**config.mk**
```make
export PLATFORM = sky130hd
export DESIGN_NAME = trig_lut_sequencer
export DESIGN_NICKNAME = d
export VERILOG_FILES = /design/src/rtl/trig_lut_sequencer_pkg.sv /design/src/rtl/trig_lut_sequencer_angle_mod360.sv /design/src/rtl/trig_lut_sequencer.sv
export SDC_FILE = /design/constraint.sdc
export NUM_CORES = 1
export LEC_CHECK = 0
export ABC_AREA = 1
export ABC_CLOCK_PERIOD_IN_PS = 2900
export BUFFER_PORTS_ARGS = -buffer_cell sky130_fd_sc_hd__buf_2
export CORE_MARGIN = 1
export CORE_UTILIZATION = 50
export DETAILED_ROUTE_END_ITERATION = 8
export PLACE_DENSITY = 0.85
export SYNTH_ARGS = -nofsm -noshare
export SYNTH_HDL_FRONTEND = slang
export SYNTH_SLANG_ARGS = --single-unit
```
**constraint.sdc**
```tcl
create_clock -name clk -period 2.9 [get_ports clk]
set_input_delay 0.58 -clock clk [delete_from_list [all_inputs] [get_ports clk]]
set_output_delay 0.58 -clock clk [all_outputs]
set_load 0.02 [all_outputs]
```
**src/rtl/trig_lut_sequencer_pkg.sv**
```systemverilog
`default_nettype none
// ============================================================================
//  Module      : trig_lut_sequencer_pkg
//  Description : Shared encodings and constants for the trig LUT sequencer.
//                This covers the function select codes, the FSM state codes,
//                the angle landmarks and the IEEE-754 infinity patterns.
//  Revision    : 1.0 - initial release
// ============================================================================
package trig_lut_sequencer_pkg;

    // Function select encodings
    localparam logic [1:0] FN_SIN  = 2'd0;
    localparam logic [1:0] FN_COS  = 2'd1;
    localparam logic [1:0] FN_TAN  = 2'd2;
    localparam logic [1:0] FN_RSVD = 2'd3;

    // Sequencer FSM state encodings
    localparam logic [2:0] ST_IDLE   = 3'd0;
    localparam logic [2:0] ST_REDUCE = 3'd1;
    localparam logic [2:0] ST_FOLD   = 3'd2;
    localparam logic [2:0] ST_ISSUE  = 3'd3;
    localparam logic [2:0] ST_WAIT   = 3'd4;
    localparam logic [2:0] ST_RESP   = 3'd5;

    // Angle landmarks in degrees
    localparam logic [8:0] DEG_90  = 9'd90;
    localparam logic [8:0] DEG_180 = 9'd180;
    localparam logic [8:0] DEG_270 = 9'd270;
    localparam logic [8:0] DEG_360 = 9'd360;

    // IEEE-754 double +/- infinity, returned for tan at its poles
    localparam logic [63:0] DBL_POS_INF = 64'h7FF0_0000_0000_0000;
    localparam logic [63:0] DBL_NEG_INF = 64'hFFF0_0000_0000_0000;

    // Returns 1 when the function is negative in the given quadrant.
    function automatic logic quadrant_negative(input logic [1:0] fn, input logic [1:0] q);
        case (fn)
            FN_SIN:  return q[1];
            FN_COS:  return q[1] ^ q[0];
            default: return q[0];
        endcase
    endfunction

endpackage
`default_nettype wire

```
**src/rtl/trig_lut_sequencer_angle_mod360.sv**
```systemverilog
`default_nettype none
// ============================================================================
//  Module      : angle_mod360
//  Description : Restoring modulo-360 reduction. A start pulse loads the
//                angle, and one compare/subtract of 360<<k is done per cycle
//                with k running from DATA_WIDTH-9 down to 0. The step count
//                is fixed and does not depend on the angle value.
//  Revision    : 1.0 - initial release
// ============================================================================
module angle_mod360
    import trig_lut_sequencer_pkg::*;
#(
    parameter int DATA_WIDTH = 32
) (
    input  logic                  clk,
    input  logic                  reset_n,
    input  logic                  start,
    input  logic [DATA_WIDTH-1:0] angle,
    output logic [DATA_WIDTH-1:0] remainder,
    output logic                  done
);

    localparam int STEPS = DATA_WIDTH - 8;
    localparam int KW    = (STEPS > 1) ? $clog2(STEPS) : 1;

    localparam logic [DATA_WIDTH-1:0] c_modulus = DATA_WIDTH'(DEG_360);
    localparam logic [KW-1:0]         c_k_first = KW'(STEPS - 1);

    logic [KW-1:0]         r_k;
    logic                  r_busy;
    logic [DATA_WIDTH-1:0] r_rem;
    logic [DATA_WIDTH-1:0] w_sub;

    // 360 << k cannot overflow because 360 < 2^9 and k <= DATA_WIDTH-9
    assign w_sub     = c_modulus << r_k;
    assign remainder = r_rem;
    // High during the final step, so the caller can advance on the same edge
    assign done      = r_busy && (r_k == '0);

    // Load on start, then perform one conditional subtract per cycle
    always_ff @(posedge clk or negedge reset_n) begin
        if (!reset_n) begin
            r_k    <= '0;
            r_busy <= 1'b0;
            r_rem  <= '0;
        end else if (start) begin
            r_rem  <= angle;
            r_k    <= c_k_first;
            r_busy <= 1'b1;
        end else if (r_busy) begin
            if (r_rem >= w_sub) begin
                r_rem <= r_rem - w_sub;
            end
            if (r_k == '0) begin
                r_busy <= 1'b0;
            end else begin
                r_k <= r_k - 1'b1;
            end
        end
    end

endmodule
`default_nettype wire

```
**src/rtl/trig_lut_sequencer.sv**
```systemverilog
`ifndef DATA_WIDTH
`define DATA_WIDTH 32
`endif
`default_nettype none
// ============================================================================
//  Module      : trig_lut_sequencer
//  Description : Front end for the sin/cos/tan LUTs. It accepts one angle
//                request and reduces the angle mod 360. It then folds the
//                angle into 0..90 and fires one LUT enable. Finally it signs
//                the returned double by quadrant and hands the result back
//                over a valid/ready channel.
//  Revision    : 1.0 - initial release
// ============================================================================
module trig_lut_sequencer
    import trig_lut_sequencer_pkg::*;
#(
    parameter int DATA_WIDTH  = `DATA_WIDTH,
    parameter int LUT_LATENCY = 1
) (
    input  logic                    clk,
    input  logic                    reset_n,
    input  logic                    req_valid,
    output logic                    req_ready,
    input  logic [1:0]              func_sel,
    input  logic [DATA_WIDTH-1:0]   angle_in,
    output logic                    en_sine,
    output logic                    en_cosine,
    output logic                    en_tangent,
    output logic [1:0]              quadrant,
    output logic [DATA_WIDTH-1:0]   lut_angle,
    input  logic [2*DATA_WIDTH-1:0] lut_data,
    output logic                    resp_valid,
    input  logic                    resp_ready,
    output logic [2*DATA_WIDTH-1:0] resp_data,
    output logic                    resp_err
);

    localparam logic [2:0] c_wait_last = 3'(LUT_LATENCY - 1);

    logic [2:0]              r_state;
    logic [1:0]              r_func;
    logic                    r_sign;
    logic [2:0]              r_wait_cnt;

    logic                    w_start;
    logic [DATA_WIDTH-1:0]   w_r;
    logic                    w_done;
    logic [1:0]              w_q;
    logic [DATA_WIDTH-1:0]   w_a;
    logic                    w_neg;
    logic                    w_singular;
    logic [2*DATA_WIDTH-2:0] w_mag;
    logic                    w_unused;

    // Reserved requests never need a reduction, so they do not start one
    assign w_start = (r_state == ST_IDLE) && req_valid && (func_sel != FN_RSVD);

    angle_mod360 #(
        .DATA_WIDTH (DATA_WIDTH)
    ) u_mod360 (
        .clk       (clk),
        .reset_n   (reset_n),
        .start     (w_start),
        .angle     (angle_in),
        .remainder (w_r),
        .done      (w_done)
    );

    // Quadrant, folded angle and pole detection from the reduced angle
    always_comb begin
        w_q = 2'd0;
        w_a = w_r;
        if (w_r < DATA_WIDTH'(DEG_90)) begin
            w_q = 2'd0;
            w_a = w_r;
        end else if (w_r < DATA_WIDTH'(DEG_180)) begin
            w_q = 2'd1;
            w_a = DATA_WIDTH'(DEG_180) - w_r;
        end else if (w_r < DATA_WIDTH'(DEG_270)) begin
            w_q = 2'd2;
            w_a = w_r - DATA_WIDTH'(DEG_180);
        end else begin
            w_q = 2'd3;
            w_a = DATA_WIDTH'(DEG_360) - w_r;
        end
    end

    assign w_neg      = quadrant_negative(r_func, w_q);
    assign w_singular = (r_func == FN_TAN) &&
                        ((w_r == DATA_WIDTH'(DEG_90)) || (w_r == DATA_WIDTH'(DEG_270)));
    // The LUT sign bit is ignored; only its magnitude is used
    assign w_mag      = lut_data[2*DATA_WIDTH-2:0];
    assign w_unused   = lut_data[2*DATA_WIDTH-1];

    // Sequencer FSM with all handshake and LUT outputs registered
    always_ff @(posedge clk or negedge reset_n) begin
        if (!reset_n) begin
            r_state    <= ST_IDLE;
            r_func     <= FN_SIN;
            r_sign     <= 1'b0;
            r_wait_cnt <= 3'd0;
            req_ready  <= 1'b1;
            en_sine    <= 1'b0;
            en_cosine  <= 1'b0;
            en_tangent <= 1'b0;
            quadrant   <= 2'd0;
            lut_angle  <= '0;
            resp_valid <= 1'b0;
            resp_data  <= '0;
            resp_err   <= 1'b0;
        end else begin
            case (r_state)
                ST_IDLE: begin
                    if (req_valid) begin
                        req_ready <= 1'b0;
                        r_func    <= func_sel;
                        if (func_sel == FN_RSVD) begin
                            resp_data  <= '0;
                            resp_err   <= 1'b1;
                            resp_valid <= 1'b1;
                            r_state    <= ST_RESP;
                        end else begin
                            r_state <= ST_REDUCE;
                        end
                    end
                end
                ST_REDUCE: begin
                    if (w_done) begin
                        r_state <= ST_FOLD;
                    end
                end
                ST_FOLD: begin
                    quadrant  <= w_q;
                    lut_angle <= w_a;
                    r_sign    <= w_neg;
                    if (w_singular) begin
                        resp_data  <= (w_r == DATA_WIDTH'(DEG_90)) ?
                                      (2*DATA_WIDTH)'(DBL_POS_INF) :
                                      (2*DATA_WIDTH)'(DBL_NEG_INF);
                        resp_err   <= 1'b1;
                        resp_valid <= 1'b1;
                        r_state    <= ST_RESP;
                    end else begin
                        en_sine    <= (r_func == FN_SIN);
                        en_cosine  <= (r_func == FN_COS);
                        en_tangent <= (r_func == FN_TAN);
                        r_state    <= ST_ISSUE;
                    end
                end
                ST_ISSUE: begin
                    en_sine    <= 1'b0;
                    en_cosine  <= 1'b0;
                    en_tangent <= 1'b0;
                    r_wait_cnt <= 3'd0;
                    r_state    <= ST_WAIT;
                end
                ST_WAIT: begin
                    if (r_wait_cnt == c_wait_last) begin
                        // Suppress negative zero
                        resp_data  <= {r_sign & (|w_mag), w_mag};
                        resp_err   <= 1'b0;
                        resp_valid <= 1'b1;
                        r_state    <= ST_RESP;
                    end else begin
                        r_wait_cnt <= r_wait_cnt + 3'd1;
                    end
                end
                ST_RESP: begin
                    if (resp_ready) begin
                        resp_valid <= 1'b0;
                        req_ready  <= 1'b1;
                        r_state    <= ST_IDLE;
                    end
                end
                default: begin
                    req_ready <= 1'b1;
                    r_state   <= ST_IDLE;
                end
            endcase
        end
    end

endmodule
`default_nettype wire

```
==> impl_metrics.toml, run 1 <==
[run_status]
status = "finished clean"

[logic_synthesis]
synth_cell_types = 40
syn_nets = 2000
netlist.area_leader.share = 0.3179
synth_edf_count = 0
synth_seq_cells = 151
synth-compound-area-share = 0.1060
synthMuxAreaShare = 0.0009536
synth-xor-area-share = 0.02670
synth_adder_area_share = 0.04980
synth_top_area_cell = "dfrtp_1"
synth_flop_cell = "dfrtp_1"
yosysSeqAreaShare = 0.3201
synth-async-reset-ratio = 1.000
synth_top_family_by_area = "simple AND/OR/NAND/NOR gates"
yosys.area_share.simple = 0.3981
yosys_warnings = 0
synthTopCellsByArea = "dfrtp_1 (32%), nand2_1 (23%), nand3_1 (7.0%), inv_1 (6.5%), nor2_1 (5.2%)"
syn-instance-count = 1851
postSynthAreaPerCell_um2 = 6.380
synth_area_mm2 = 0.01181

[sta]
max_slew_margin = 0.4823
timing.final.ws_setup_ns = 0.02377
period_minus_slack_ns = 2.876
fin_skew_ns = 0.008230
fmaxAchievable_ghz = 0.3477
whs_ns = 0.1346
finalCritPeriodShare = 0.9918
hold_viol = 0
setup_viol = 0
drv_slew = 0
worstMarginPinSlew_ns = 0.7707
rsz0062_at_grt = "yes"

[drt]
drtIter0Drc = 1252
drtAntennaViolNets = 0
first_pass_iters = 6
wl_mm = 39.94
vias_per_cell = 5.356
wire_per_inst_um = 16.39
num_vias = 13050
drcViolationCount = 0

[die]
start_util = 0.5153
die-height_um = 155.7
core_mm2 = 0.02292
die_w_um = 155.7
die_area_mm2 = 0.02424
io_pins = 206
row_count = 55

[clock_tree]
clockRootBuffer = "clkbuf_16"
path_clk_slew_ns = 0.07
cts-htree-levels = 4
clock_latency_ns = 0.43
cts_made_buffers = 17
cts_tree = "yes"
clock_sinks = 151
ctsHoldBuffers = 0
clk_path_buf_depth = 2

[finish]
fin_util = 0.6524
final_cell_mix = "nand2_1 (691), buf_2 (203), inv_1 (197), nand3_1 (157), nor2_1 (153)"
final_common_cell = "nand2_1"
fin_cells = 2437
final_nets = 2259
drive_gt1_frac = 0.2572
syn2layout_area_growth_pct = 26.59

[critical_path]
cpMaxStageDelayCell = "dfrtp_1"
slowest_delay_ns = 0.37
crit_chain = "inv_2 > ha_4 > inv_4 > nand2_2 > o21ai_2 > o21ai_1 > buf_4 > nand2_4 > ha_4 > nand2_2 > inv_1 > nand2_1 > nand2_2 > nand2_2 > nand3_2 > a21oi_2 > nand3_4 > nand2_4 > clkinv_8 > clkbuf_16 > nand2_1 > o21ai_0"
r2r_setup_slack_ns = 0.02
crit_fanout = 8
worstPathArrival_ns = 3.17
reg2reg_from = "u_mod360.r_k[1]"
critPathLaunchType = "flip-flop"
crit_start = "u_mod360.r_k[1]"
worstRegToRegCells = 22
criticalPathCategory = "flip-flop to flip-flop"
required_ns = 3.19
reg2reg_to = "u_mod360.remainder[18]"
worstSetupEndpointType = "flip-flop"
cp_common_cell = "nand2_2"

[placement]
dpl.hpwl_mm = 30.65
dp_cells = 2388
post-place-ws_ns = -0.07248
gp_congestion = 0.9919
numPortBuffers = 204

[power_and_ir_drop]
power_mw = 22.83
power_density_mw_per_mm2 = 1527
peakVddDrop_uv = 907.2
power.leakage_nw = 8.053

[global_route]
grt_pass1_vias = 12160
overflow = 0
track_usage = 0.3235
grt_pass1_wl_mm = 61.02
grt_max_degree = 66
antenna_found_initial = 1

[run]
drv_cap = 0

[worst_hold_path]
hp-class = "input port to async pin"
==> power breakdown <==
part / switching (mW) / leakage, nW / total [mW] / internal [mW]
Sequential: 1.10 / 1.93 / 4.22 / 3.12
Combinational: 10.1 / 5.83 / 16.3 / 6.27
Clock: 0.969 / 0.299 / 2.28 / 1.31
Total: 12.1 / 8.05 / 22.8 / 10.7
==> per-layer routing <==
metal	vias to the layer above	global-route usage	share of wire
met5	-	0	0
met4	0	0.1844	0.053
met3	120	0.04778	0.075
met2	602	0.5447	0.47
met1	5972	0.3960	0.40
li1	6359	-	-
==> sequential cells by signal, summed over array words and instances, names as in the netlist <==
signal,cells
en_cosine,1
en_sine,1
en_tangent,1
lut_angle,32
quadrant,2
r_func,2
r_sign,1
r_state,3
r_wait_cnt,3
req_ready,1
resp_data,64
resp_err,1
resp_valid,1
u_mod360.r_busy,1
u_mod360.r_k,5
u_mod360.remainder,32
==> critical path, delay by kind of cell (launching register included) <==
family                     cells  cell delay, ns
AOI/OAI and AO/OA              4            0.47
adders and majority gates      2            0.51
buffers and inverters          6            0.59
DFF                            1            0.37
and+or+nand+nor               10            0.79
==> synth_stat cells (all sizes together) (14+ instances only) <==
cell type,instances
nand2,756
inv,215
nor2,173
nand3,164
dfrtp,150
o21ai,145
ha,47
a21oi,40
buf,37
xor2,31
clkbuf,21
nand4,19
nor3,14
==> what timing repair did <==
action | in CTS | in global routing
resized for setup | 33 | 123
buffers inserted | 4 | 6
cloned | 1 | 5
endpoints found under the setup margin | 29 | 29
pin swaps | 6 | 25
==> cell families after synthesis <==
group                      Yosys count
and+or+nand+nor                   1139
buffers and inverters              274
AOI/OAI and AO/OA                  203
DFF                                151
adders and majority gates           47
xor gates and xnor gates            36
muxes                                1
==> metrics by stage <==
stage	TNS (ns)	cell area, um2
final	0	14950
after global routing	-1.080	14950
after CTS	0	14390
after detailed placement	-1.280	13530
after global placement	-0.1112	13530
after floorplan	0	11810
==> final cells by class <==
| type | count | area, um2 |
|---|---|---|
| repair buffers | 298 | 1892 |
| clock inverters | 14 | 185.2 |
| multi-input cells | 1426 | 7438 |
| diodes | 1 | 2.502 |
| clock buffers | 18 | 429.2 |
| flip-flops and latches | 151 | 3781 |
| well taps | 313 | 391.6 |
| inverters | 216 | 829.5 |
| fillers | 2009 | 7966 |
==> how the worst max path moves through the flow <==
stage | slack (ns) | end | cells past startpoint
after floorplan | 0.06 | u_mod360.remainder[20] | 20
after global placement | -0.03 | u_mod360.remainder[29] | 21
after detailed placement | -0.07 | u_mod360.remainder[3] | 20
after CTS | 0.002 | u_mod360.remainder[18] | 21
after global routing | -0.09 | u_mod360.remainder[18] | 22
final | 0.02 | u_mod360.remainder[18] | 22
Power figures use the tool's default switching activity.
==> inputs of run 2 (changes only) <==
--- a/config.mk
+++ b/config.mk
@@ -8,7 +8,7 @@
 export ABC_AREA = 1
 export ABC_CLOCK_PERIOD_IN_PS = 2900
 export BUFFER_PORTS_ARGS = -buffer_cell sky130_fd_sc_hd__buf_2
-export CORE_MARGIN = 1
+export CORE_ASPECT_RATIO = 1.25
 export CORE_UTILIZATION = 50
 export DETAILED_ROUTE_END_ITERATION = 8
 export PLACE_DENSITY = 0.85
==> run 2 against run 1 <==
  * Global-route usage increased by 1.2 points
  * Routed wire length increased by 2.2%
  * Critical endpoint is now u_mod360.remainder[27]
  * Clock power decreased by 7%
  * Non-clock buffer count increased by 7
  * Critical path depth increased by 1
  * Sequential power decreased by 1%
  * Power decreased by 0.93%
  * Maximum frequency increased by 2.4%
  * Sequential share of layout area about the same
  * Highest routed layer unchanged
  * Cell area about the same
  * Count of clock-buffer cells in the layout increased by 2
==> impl_metrics.toml, run 2 (synthesized netlist as in run 1, its figures left out) <==
[power_and_ir_drop]
power_mw = 22.61
power_density_mw_per_mm2 = 1512
peakVddDrop_uv = 879.5
power.leakage_nw = 8.050

[drt]
drcViolationCount = 0
first_pass_iters = 5
vias_per_cell = 5.448
wire_per_inst_um = 16.88
drtIter0Drc = 914
num_vias = 13170
wl_mm = 40.81
drtAntennaViolNets = 0

[finish]
syn2layout_area_growth_pct = 26.63
final_nets = 2266
fillCellCount = 2051
final_cell_mix = "nand2_1 (687), buf_2 (203), inv_1 (195), nand3_1 (156), dfrtp_1 (149)"
largest_register_ffs = 64
drive_gt1_frac = 0.2682
final_common_cell = "nand2_1"
fin_util = 0.6490
top_register = "resp_data"

[clock_tree]
cts_tree = "yes"
clockRootBuffer = "clkbuf_16"
clock_latency_ns = 0.43
path_clk_slew_ns = 0.06
cts-htree-levels = 4
clock_sinks = 151
clk_path_buf_depth = 2
cts_made_buffers = 17
ctsHoldBuffers = 0

[global_route]
track_usage = 0.3356
grt_pass1_wl_mm = 63.18
grt_max_degree = 63
grt_pass1_vias = 12480
overflow = 0
antenna_found_initial = 1

[die]
die_w_um = 139.5
core_mm2 = 0.02304
die-height_um = 173.8
die_area_mm2 = 0.02424
row_count = 62
start_util = 0.5125
io_pins = 206

[sta]
timing.final.ws_setup_ns = 0.09049
rsz0062_at_grt = "yes"
setup_viol = 0
period_minus_slack_ns = 2.810
hold_viol = 0
finalSetupTns_ns = 0
whs_ns = 0.06800
finalCritPeriodShare = 0.9688
fmaxAchievable_ghz = 0.3559
max_slew_margin = 0.4963
worstMarginPinSlew_ns = 0.7476
fin_skew_ns = 0.006410
drv_slew = 0

[critical_path]
worstSetupEndpointType = "flip-flop"
r2r_setup_slack_ns = 0.09
crit_fanout = 5
required_ns = 3.22
critPathLaunchType = "flip-flop"
criticalPathCategory = "flip-flop to flip-flop"
worstPathArrival_ns = 3.13

[run_status]
status = "finished clean"

[worst_hold_path]
hp-class = "input port to async pin"

[placement]
post-place-ws_ns = -0.1288
gp_congestion = 0.9869
numPortBuffers = 204
dpl.hpwl_mm = 31.05

[run]
drv_cap = 0
==> run 2: cell types whose count changed in the layout (fill, tap and decap cells not counted), sizes merged <==
cell / change
buf: +9
bufinv: -1
clkinvlp: +1
inv: -3
==> run 2: final timing paths <==
path,startpoint,end,cells past startpoint
hold reg to reg,resp_valid,resp_valid,2
max in group asynchronous,reset_n,lut_angle[27],2
min in group clk,req_valid,req_ready,2
setup / recovery,u_mod360.r_k[0],u_mod360.remainder[27],23
setup reg to reg,u_mod360.r_k[0],u_mod360.remainder[27],23
hold / removal,reset_n,resp_data[38],1
==> run 2: worst max-delay path, stage by stage, from the launching register on <==
cell	delay (ns)
dfrtp_1	0.36
inv_2	0.06
ha_4	0.26
inv_2	0.04
nand2_1	0.08
o21ai_2	0.07
o21ai_1	0.12
buf_4	0.14
nand2_2	0.08
ha_4	0.23
nand2_1	0.11
inv_1	0.05
nand2_1	0.06
nand2_1	0.06
nand2_1	0.06
nand3_1	0.11
a21oi_2	0.19
nand3_4	0.10
nand2_4	0.13
buf_6	0.14
buf_8	0.11
nor2_1	0.04
nand2_1	0.06
nand2_1	0.05
==> run 2: routing by layer <==
metal  track usage  wire length [um]  vias up
met5             0                 0        -
met4        0.2093              2582        0
met3       0.05718              2859      147
met2        0.5917             20180      599
met1        0.3751             15190     6056
li1              -                 -     6371
==> run 2: area by class of cell <==
type | instances | area, um2 | area share
Clock buffer | 20 | 466.7 | 0.03121
Tap cell | 288 | 360.3 | 0.02410
Clock inverter | 11 | 97.59 | 0.006527
Antenna cell | 1 | 2.502 | 0.0001673
Inverter | 216 | 819.5 | 0.05481
Sequential cell | 151 | 3781 | 0.2529
Timing Repair Buffer | 305 | 1893 | 0.1266
Multi-Input combinational cell | 1426 | 7532 | 0.5037
==> run 2: stage by stage <==
stage / instance area, um2 / cells
global placement: 13550 / 2372
global route: 14950 / 2418
finish: 14950 / 2418
detailed placement: 13550 / 2372
CTS: 14370 / 2408
floorplan: 11810 / 1851
==> run 2: power breakdown <==
group	internal (mW)	switching (mW)
combinational	6.21	10.1
clock	1.24	0.872
sequential	3.12	1.05
total	10.6	12.0
==> run 2: what timing repair did <==
item | in CTS | in global routing
pin swaps | 8 | 42
endpoints found under the setup margin | 29 | 29
setup buffers | 4 | 7
resized for setup | 34 | 133
cloned | 1 | 2
==> inputs of run 3 (changes only) <==
--- a/config.mk
+++ b/config.mk
@@ -8,7 +8,7 @@
 export ABC_AREA = 1
 export ABC_CLOCK_PERIOD_IN_PS = 2900
 export BUFFER_PORTS_ARGS = -buffer_cell sky130_fd_sc_hd__buf_2
-export CORE_ASPECT_RATIO = 1.25
+export CORE_ASPECT_RATIO = 0.8
 export CORE_UTILIZATION = 50
 export DETAILED_ROUTE_END_ITERATION = 8
 export PLACE_DENSITY = 0.85
==> run 3 against run 2 <==
  * Maximum frequency barely moved
  * Utilization rose by 1.1 points
  * Clock power rose by 7%
  * Sequential share of layout area fell by 0.17 points
  * Highest routed layer unchanged
==> impl_metrics.toml, run 3 (synthesized netlist as in run 1, its figures left out) <==
[critical_path]
r2r_setup_slack_ns = 0.09
reg2reg_to = "u_mod360.remainder[28]"
required_ns = 3.23
critPathLaunchType = "flip-flop"
crit_fanout = 4
worstRegToRegCells = 17
worstSetupEndpointType = "flip-flop"
worstPathArrival_ns = 3.14
reg2reg_from = "u_mod360.r_k[0]"
criticalPathCategory = "flip-flop to flip-flop"

[clock_tree]
clock_sinks = 151
clockRootBuffer = "clkbuf_16"
cts_made_buffers = 17
clk_path_buf_depth = 2
clock_latency_ns = 0.45
ctsHoldBuffers = 0
cts_tree = "yes"
path_clk_slew_ns = 0.08
cts-htree-levels = 4

[drt]
wire_per_inst_um = 16.80
vias_per_cell = 5.368
num_vias = 13150
drtIter0Drc = 1297
drtAntennaViolNets = 0
drcViolationCount = 0
first_pass_iters = 7
wl_mm = 41.13

[sta]
period_minus_slack_ns = 2.810
hold_viol = 0
timing.final.ws_setup_ns = 0.08998
max_slew_margin = 0.5689
drv_slew = 0
finalCritPeriodShare = 0.9690
fin_skew_ns = 0.01866
worstMarginPinSlew_ns = 0.6399
finalSetupTns_ns = 0
setup_viol = 0
fmaxAchievable_ghz = 0.3559
rsz0062_at_grt = "yes"

[finish]
fillCellCount = 2028
final_nets = 2277
fin_util = 0.6600
top_register = "resp_data"
drive_gt1_frac = 0.2700
final_cell_mix = "nand2_1 (694), buf_2 (203), inv_1 (200), nand3_1 (151), dfrtp_1 (149)"
syn2layout_area_growth_pct = 27.47
largest_register_ffs = 64
fin_cells = 2449
final_area_mm2 = 0.01505
final_common_cell = "nand2_1"
multi_input_area_mm2 = 0.007490
regArea_mm2 = 0.003781

[placement]
numPortBuffers = 204
placed_area_mm2 = 0.01368
gp_congestion = 1.018
post-place-ws_ns = -0.2801
dp_cells = 2404
dpl.hpwl_mm = 31.48

[global_route]
grt-busiest-layer = "met2"
grt_use_met2 = 0.5337
use_met3 = 0.06093
overflow = 0
antenna_found_initial = 1
grt_pass1_vias = 12170
grt_pass1_wl_mm = 63.45
track_usage = 0.3335
met1_usage = 0.4455
grt_max_degree = 67

[die]
die-height_um = 139.5
start_util = 0.5178
io_pins = 206
die_w_um = 173.8
die_area_mm2 = 0.02424
core_mm2 = 0.02281
row_count = 49

[run_status]
status = "finished clean"

[worst_hold_path]
hp-class = "input port to async pin"

[power_and_ir_drop]
power.leakage_nw = 8.081
peakVddDrop_uv = 991.2
power_density_mw_per_mm2 = 1504

[run]
drv_cap = 0
==> run 3: changes by cell type in the layout (fill, tap and decap cells not counted), sizes merged <==
cell | before | now
buf | 303 | 315
bufinv | 1 | 0
clkbuf | 22 | 17
clkinv | 8 | 7
clkinvlp | 1 | 3
diode | 1 | 2
inv | 217 | 222
==> run 3: area by class of cell <==
cell class,count,share of cell area
repair inverters,1,0.0005818
clock buffers,17,0.02826
multi-input cells,1426,0.4975
diodes,2,0.0003325
inverters,216,0.05469
repair buffers,315,0.1312
flip-flops and latches,151,0.2512
clock inverters,15,0.01081
well taps,306,0.02543
==> run 3: critical path, cell delays in order (launching register included) <==
cell,delay (ns)
dfrtp_1,0.40
buf_4,0.16
ha_1,0.22
o21ai_1,0.14
buf_4,0.16
nand3_2,0.09
ha_4,0.28
nand2_1,0.09
buf_4,0.16
nor2_1,0.17
nand3_1,0.14
nand3_2,0.12
buf_4,0.13
nand2_1,0.09
a21oi_1,0.16
nor2_1,0.06
nor2_1,0.08
nor2_1,0.05
==> run 3: worst max-delay path by stage <==
stage,startpoint,endpoint
after floorplan,u_mod360.r_k[0],u_mod360.remainder[20]
after global placement,u_mod360.r_k[0],u_mod360.remainder[11]
after detailed placement,u_mod360.r_k[0],u_mod360.remainder[14]
after CTS,u_mod360.r_k[0],u_mod360.remainder[29]
after global routing,u_mod360.r_k[0],u_mod360.remainder[30]
final,u_mod360.r_k[0],u_mod360.remainder[28]
==> run 3: what timing repair did <==
action                     in CTS  in global routing
setup endpoints to repair      29                 29
setup buffers                   2                  7
cloned                          2                  0
resized for setup              25                127
pin swaps                       4                 21
==> run 3: through the flow <==
| step | hold slack (ns) | total power [mW] |
|---|---|---|
| final | 0.1135 | 22.64 |
| after global routing | 0.1601 | 24.45 |
| after CTS | 0.1322 | 20.99 |
| after detailed placement | 0.4540 | 18.23 |
| after global placement | 0.4494 | 17.94 |
| after floorplan | 0.2844 | 13.39 |
==> run 3: report_power, final <==
group	internal, mW	leakage, nW	switching (mW)
Combinational	6.09	5.87	10.2
Clock	1.15	0.282	1.10
Sequential	3.12	1.93	1.02
==> run 3: metal layers <==
layer,wire length (um),vias to the layer above
met4,1389,0
met3,3654,88
li1,-,6411
met1,17680,5997
met2,18410,651
met5,0,-
